<file path="config.mk">
export PLATFORM = sky130hd
export DESIGN_NAME = clo_clz_sched
export DESIGN_NICKNAME = d
export VERILOG_FILES = /design/src/rtl/clo_clz_sched.sv
export SDC_FILE = /design/constraint.sdc
export NUM_CORES = 1
export LEC_CHECK = 0
export CAP_MARGIN = 15
export CORE_MARGIN = 8
export CORE_UTILIZATION = 40
export CTS_CLUSTER_DIAMETER = 80
export DETAILED_ROUTE_END_ITERATION = 10
export PLACE_DENSITY = 0.73
export SETUP_SLACK_MARGIN = 0.1
export SYNTH_ARGS = -nofsm -noshare
export SYNTH_HDL_FRONTEND = slang
export SYNTH_SLANG_ARGS = --single-unit
</file>
<file path="constraint.sdc">
create_clock -name clk -period 8.65 [get_ports clk]
set_input_delay 1.73 -clock clk [delete_from_list [all_inputs] [get_ports clk]]
set_output_delay 1.73 -clock clk [all_outputs]
set_load 0.03 [all_outputs]
</file>
<file path="src/rtl/clo_clz_sched.sv">
// Shared CLO/CLZ engine: round-robin arbitration of two requesters onto one
// byte-wide leading-bit counter that scans the operand MSB byte first.
module clo_clz_sched (
    input  logic        clk,
    input  logic        rst_n,
    input  logic        flush,
    input  logic        req0_valid,
    output logic        req0_ready,
    input  logic        req0_op,
    input  logic [31:0] req0_val,
    input  logic        req1_valid,
    output logic        req1_ready,
    input  logic        req1_op,
    input  logic [31:0] req1_val,
    output logic        rsp_valid,
    input  logic        rsp_ready,
    output logic        rsp_id,
    output logic [31:0] rsp_count,
    output logic        busy
);

    typedef enum logic [1:0] {
        ST_IDLE = 2'd0,
        ST_SCAN = 2'd1,
        ST_DONE = 2'd2
    } state_t;

    state_t      r_state;
    state_t      w_state_next;

    logic [31:0] r_val;
    logic        r_op;
    logic        r_id;
    logic        r_last_grant;
    logic [1:0]  r_byte_idx;
    logic [5:0]  r_acc;
    logic        r_rsp_valid;
    logic        r_busy;

    logic        w_grant;
    logic        w_idle_ok;
    logic        w_accept;
    logic        w_acc_sel_op;
    logic [31:0] w_acc_sel_val;
    logic [7:0]  w_byte;
    logic [7:0]  w_match;
    logic [3:0]  w_cnt;
    logic        w_last_byte;

    // Grant: the lone valid requester, or the one that did not win last time.
    always_comb begin
        if (req0_valid && req1_valid) begin
            w_grant = ~r_last_grant;
        end else begin
            w_grant = req1_valid;
        end
    end

    assign w_idle_ok  = (r_state == ST_IDLE) && !flush;
    assign req0_ready = w_idle_ok && req0_valid && !w_grant;
    assign req1_ready = w_idle_ok && req1_valid && w_grant;
    assign w_accept   = req0_ready || req1_ready;

    assign w_acc_sel_op  = w_grant ? req1_op  : req0_op;
    assign w_acc_sel_val = w_grant ? req1_val : req0_val;

    // Shared byte counter.
    assign w_byte = r_val[{r_byte_idx, 3'b000} +: 8];

    generate
        for (genvar gi = 0; gi < 8; gi++) begin : g_match
            assign w_match[gi] = (w_byte[gi] == r_op);
        end
    endgenerate

    // Highest non-matching bit wins because it is assigned last.
    always_comb begin
        w_cnt = 4'd8;
        for (int i = 0; i < 8; i++) begin
            if (!w_match[i]) begin
                w_cnt = 4'(7 - i);
            end
        end
    end

    assign w_last_byte = (w_cnt != 4'd8) || (r_byte_idx == 2'd0);

    always_comb begin
        w_state_next = r_state;
        case (r_state)
            ST_IDLE: if (w_accept)    w_state_next = ST_SCAN;
            ST_SCAN: if (w_last_byte) w_state_next = ST_DONE;
            ST_DONE: if (rsp_ready)   w_state_next = ST_IDLE;
            default:                  w_state_next = ST_IDLE;
        endcase
        if (flush) begin
            w_state_next = ST_IDLE;
        end
    end

    always_ff @(posedge clk or negedge rst_n) begin
        if (!rst_n) begin
            r_state     <= ST_IDLE;
            r_rsp_valid <= 1'b0;
            r_busy      <= 1'b0;
        end else begin
            r_state     <= w_state_next;
            r_rsp_valid <= (w_state_next == ST_DONE);
            r_busy      <= (w_state_next != ST_IDLE);
        end
    end

    always_ff @(posedge clk or negedge rst_n) begin
        if (!rst_n) begin
            r_val        <= 32'd0;
            r_op         <= 1'b0;
            r_id         <= 1'b0;
            r_last_grant <= 1'b1;
            r_byte_idx   <= 2'd3;
            r_acc        <= 6'd0;
        end else if (w_accept) begin
            r_val        <= w_acc_sel_val;
            r_op         <= w_acc_sel_op;
            r_id         <= w_grant;
            r_last_grant <= w_grant;
            r_byte_idx   <= 2'd3;
            r_acc        <= 6'd0;
        end else if (r_state == ST_SCAN && !flush) begin
            // A full byte contributes 8, so one adder covers both outcomes.
            r_acc <= r_acc + {2'b00, w_cnt};
            if (!w_last_byte) begin
                r_byte_idx <= r_byte_idx - 2'd1;
            end
        end
    end

    assign rsp_valid = r_rsp_valid;
    assign rsp_id    = r_id;
    assign rsp_count = {26'd0, r_acc};
    assign busy      = r_busy;

endmodule
</file>
==> metrics.md <==
| Metric | Value |
|---|---|
| Seq/Total Area, Yosys | `between 30% and 40%` |
| Share of cells above drive strength 1 | `around a tenth` |
| Setup violators final | `0` |
| Final cell count without fillers | `approximately 490` |
| Worst hold path type | `flop to flop` |
| Core Rows | `32` |
| Cts hold-fix bufs | `0` |
| Synth Register Bits | `47` |
| Post-CTS sizing | `0` |
| Nets@finish | `around 460` |
| Leak Pwr | `approximately 1.8 nW` |
| Setup CP Type | `primary input to output pin` |
| Routed Antenna Nets | `0` |
| Area contributors post-synth | `dfrtp_1 (36%), mux2i_1 (13%), o21ai_0 (6.4%), buf_4 (6.4%), nand2_1 (5.4%)` |
| Ys flop type | `dfrtp_1` |
| Post-DP HPWL | `5.53 mm` |
| Synth Warn # | `0` |
| Final hold violations | `0` |
| R2R depth | `13` |
| Worst Path Max Fanout | `35` |
| Initial antenna violation count | `0` |
| # IOs | `approximately 110` |
| Chip height | `103 um` |
| Layout area overhead | `29.9%` |
| Post-synth EDFFs | `0` |
| Status | `finished, final reports clean` |
| DRC marker count from the first detailed-route iteration | `between 100 and 150` |
| Worst R2R Start | `r_byte_idx[0]` |
| GR Util All Layers | `a little over an eighth` |
| Slew @ Worst Pin | `between 0.7 and 0.8 ns` |
| Unrepaired setup endpoints after global routing | `false` |
| Post-synth top cells | `dfrtp_1 (44), nand2_1 (44), o21ai_0 (39), mux2i_1 (38), buf_4 (26)` |
| Achievable Freq | `about 0.18 GHz` |
| Largest net degree at the start of global routing | `slightly above 70` |
| CTS Buffer Depth | `2` |
| Post-Route Setup TNS | `0 ns` |
| Chip width | `roughly 100 um` |
| Maximum VDD drop | `roughly 0.088 mV` |
| Number of global-route vias before repair | `approximately 2500` |
| Yosys top cell by area | `dfrtp_1` |
| CTS tree | `built` |
| Slew Viols, Final | `0` |
| Worst R2R End | `r_acc[4]` |
| Mapped cell area | `between 3000 and 4000 um2` |
| Setup crit end | `req1_ready` |
| Post-CTS Setup Inserts | `0` |
| Pwr/cell area | `about 210 nW/um2` |
| WP data required | `a little under 7 ns` |
| Clk root buf | `clkbuf_8` |
| Clk sinks | `between 40 and 50` |
| Post-synth ARST share | `100%` |
| Rel. slew slack | `51.4%` |
| Core area | `approximately 7600 um2` |
| Worst Skew | `0.00842 ns` |
| Vias per inst | `4.92` |
| MaxCap Viol Count | `0` |
| Crit share post-route | `65.1%` |
| Layout fillers | `just under 700` |
| Crit path from | `req1_valid` |
| Clock Latency Late Sink | `approximately 0.29 ns` |
| Wire per inst | `roughly 14 um` |
| Die Area | `around 11000 um2` |
| Ant. Diodes | `0` |
| Clock transition at path regs | `around 0.080 ns` |
| H-tree Lvls | `2` |
| Total gr overflow | `0` |
| R2R Setup Slk | `~5.3 ns` |
| IO Port Bufs | `82` |
| Avg Cell Area, Syn | `just under 10 um2` |
| DRT Pass-1 Iters | `4` |
| Initial Utilization | `40.2%` |
| Startpoint Class | `primary input` |
| Cts bufs inserted | `5` |
| Min Tclk post-route | `5.63 ns` |
| First-pass GRT wire length | `around 11 mm` |
| GPL Wtd Cong | `roughly 0.86` |
| Detailed-route DRC error count | `0` |
| DR vias | `around 2400` |
| Arr. time, crit path | `a little under 4 ns` |
| Placed Instances | `480` |
| Synth Instances | `roughly 310` |
| Cell variety after synth | `54` |
| Yosys top cell area share | `between 30% and 40%` |
| WL final | `between 6 and 7 mm` |
| Crit. End Element | `output pin` |
how the worst min path moves through the flow:
stage                          from         to  slack, ns  depth (start not counted)
after floorplan           r_val[10]  r_val[10]       0.44                          2
after global placement    r_val[22]  r_val[22]       0.46                          2
after detailed placement  r_val[22]  r_val[22]       0.47                          2
after CTS                 r_val[22]  r_val[22]       0.49                          2
after global routing      r_val[21]  r_val[21]       0.53                          2
final                     r_val[22]  r_val[22]       0.48                          2
through the flow:
stage	util, %	instance area, um2	hold WS (ns)	setup slack (ns)	power (mW)
4_1_cts	52.0	3930	0.486	2.99	0.823
3_5_place_dp	50.7	3840	0.465	2.99	0.685
2_1_floorplan	-	3140	0.442	4.22	0.572
6_report	52.2	3950	0.482	3.02	0.817
3_3_place_gp	50.7	3840	0.456	3.04	0.670
5_1_grt	52.2	3950	0.528	2.90	0.876
routing by layer:
| metal | GRT usage [%] | part of all wire, % | up-vias |
|---|---|---|---|
| li1 | - | - | 1200 |
| met1 | 16.3 | 42 | 1127 |
| met2 | 23.4 | 51 | 72 |
| met3 | 3.08 | 5.4 | 8 |
| met4 | 3.00 | 1.2 | 0 |
| met5 | 0 | 0 | - |
kinds of logic after synthesis:
kind of cell / Yosys count / synth area share [%]
buf+inv: 50 / 10.6
xor+xnor: 2 / 0.576
simple gates: 81 / 12.8
mux: 52 / 20.4
other cells: 1 / 0.123
flops: 47 / 38.8
compound gates: 70 / 14.0
fa+ha+maj: 6 / 2.71
power breakdown:
| part | internal (mW) | switching (mW) |
|---|---|---|
| Clock | 0.0656 | 0.0727 |
| Sequential | 0.283 | 0.0505 |
| Combinational | 0.167 | 0.179 |
| Total | 0.515 | 0.302 |
sequential cells by signal, summed over array words and instances (netlist names):
signal        count
r_val            32
r_acc             6
r_byte_idx        2
r_state           2
busy              1
r_last_grant      1
r_op              1
rsp_id            1
rsp_valid         1
placed cells by master, fill, tap and decap left out, types with 2 or more instances in the layout:
master,netlist,routed
nor3_1,3,3
xnor2_1,2,2
nand3_1,2,2
nor2_1,11,11
mux4_2,6,6
dfrtp_1,44,44
o21a_1,3,3
and2_1,3,3
a21o_1,3,3
and2_2,2,2
nand2_1,44,44
mux2_2,7,7
inv_1,9,9
clkbuf_8,1,6
a31oi_1,2,2
dfstp_2,3,3
nand2b_1,3,3
mux2i_1,38,38
ha_1,5,5
clkdlybuf4s50_1,0,81
conb_1,1,26
nor2b_1,3,3
a21oi_1,6,6
o31ai_1,3,3
o21ai_0,39,39
a311oi_1,2,2
buf_4,26,3
cell type report:
class / count / area [um2] / share of cell area, %
timing repair buffer: 86 / 858 / 21.7
inverter: 9 / 33.8 / 0.855
multi-input combinational: 237 / 1660 / 41.9
tap: 102 / 128 / 3.23
clock inverter: 1 / 8.76 / 0.222
sequential: 47 / 1180 / 29.9
clock buffer: 7 / 86.3 / 2.18
critical path, cell delays in order:
cell and delay [ns]:
clkdlybuf4s50_1 0.60, a21boi_4 0.21, buf_4 0.45, and2_1 0.23, clkdlybuf4s50_1 0.68
Note: power is estimated with default switching activity, not from simulation.
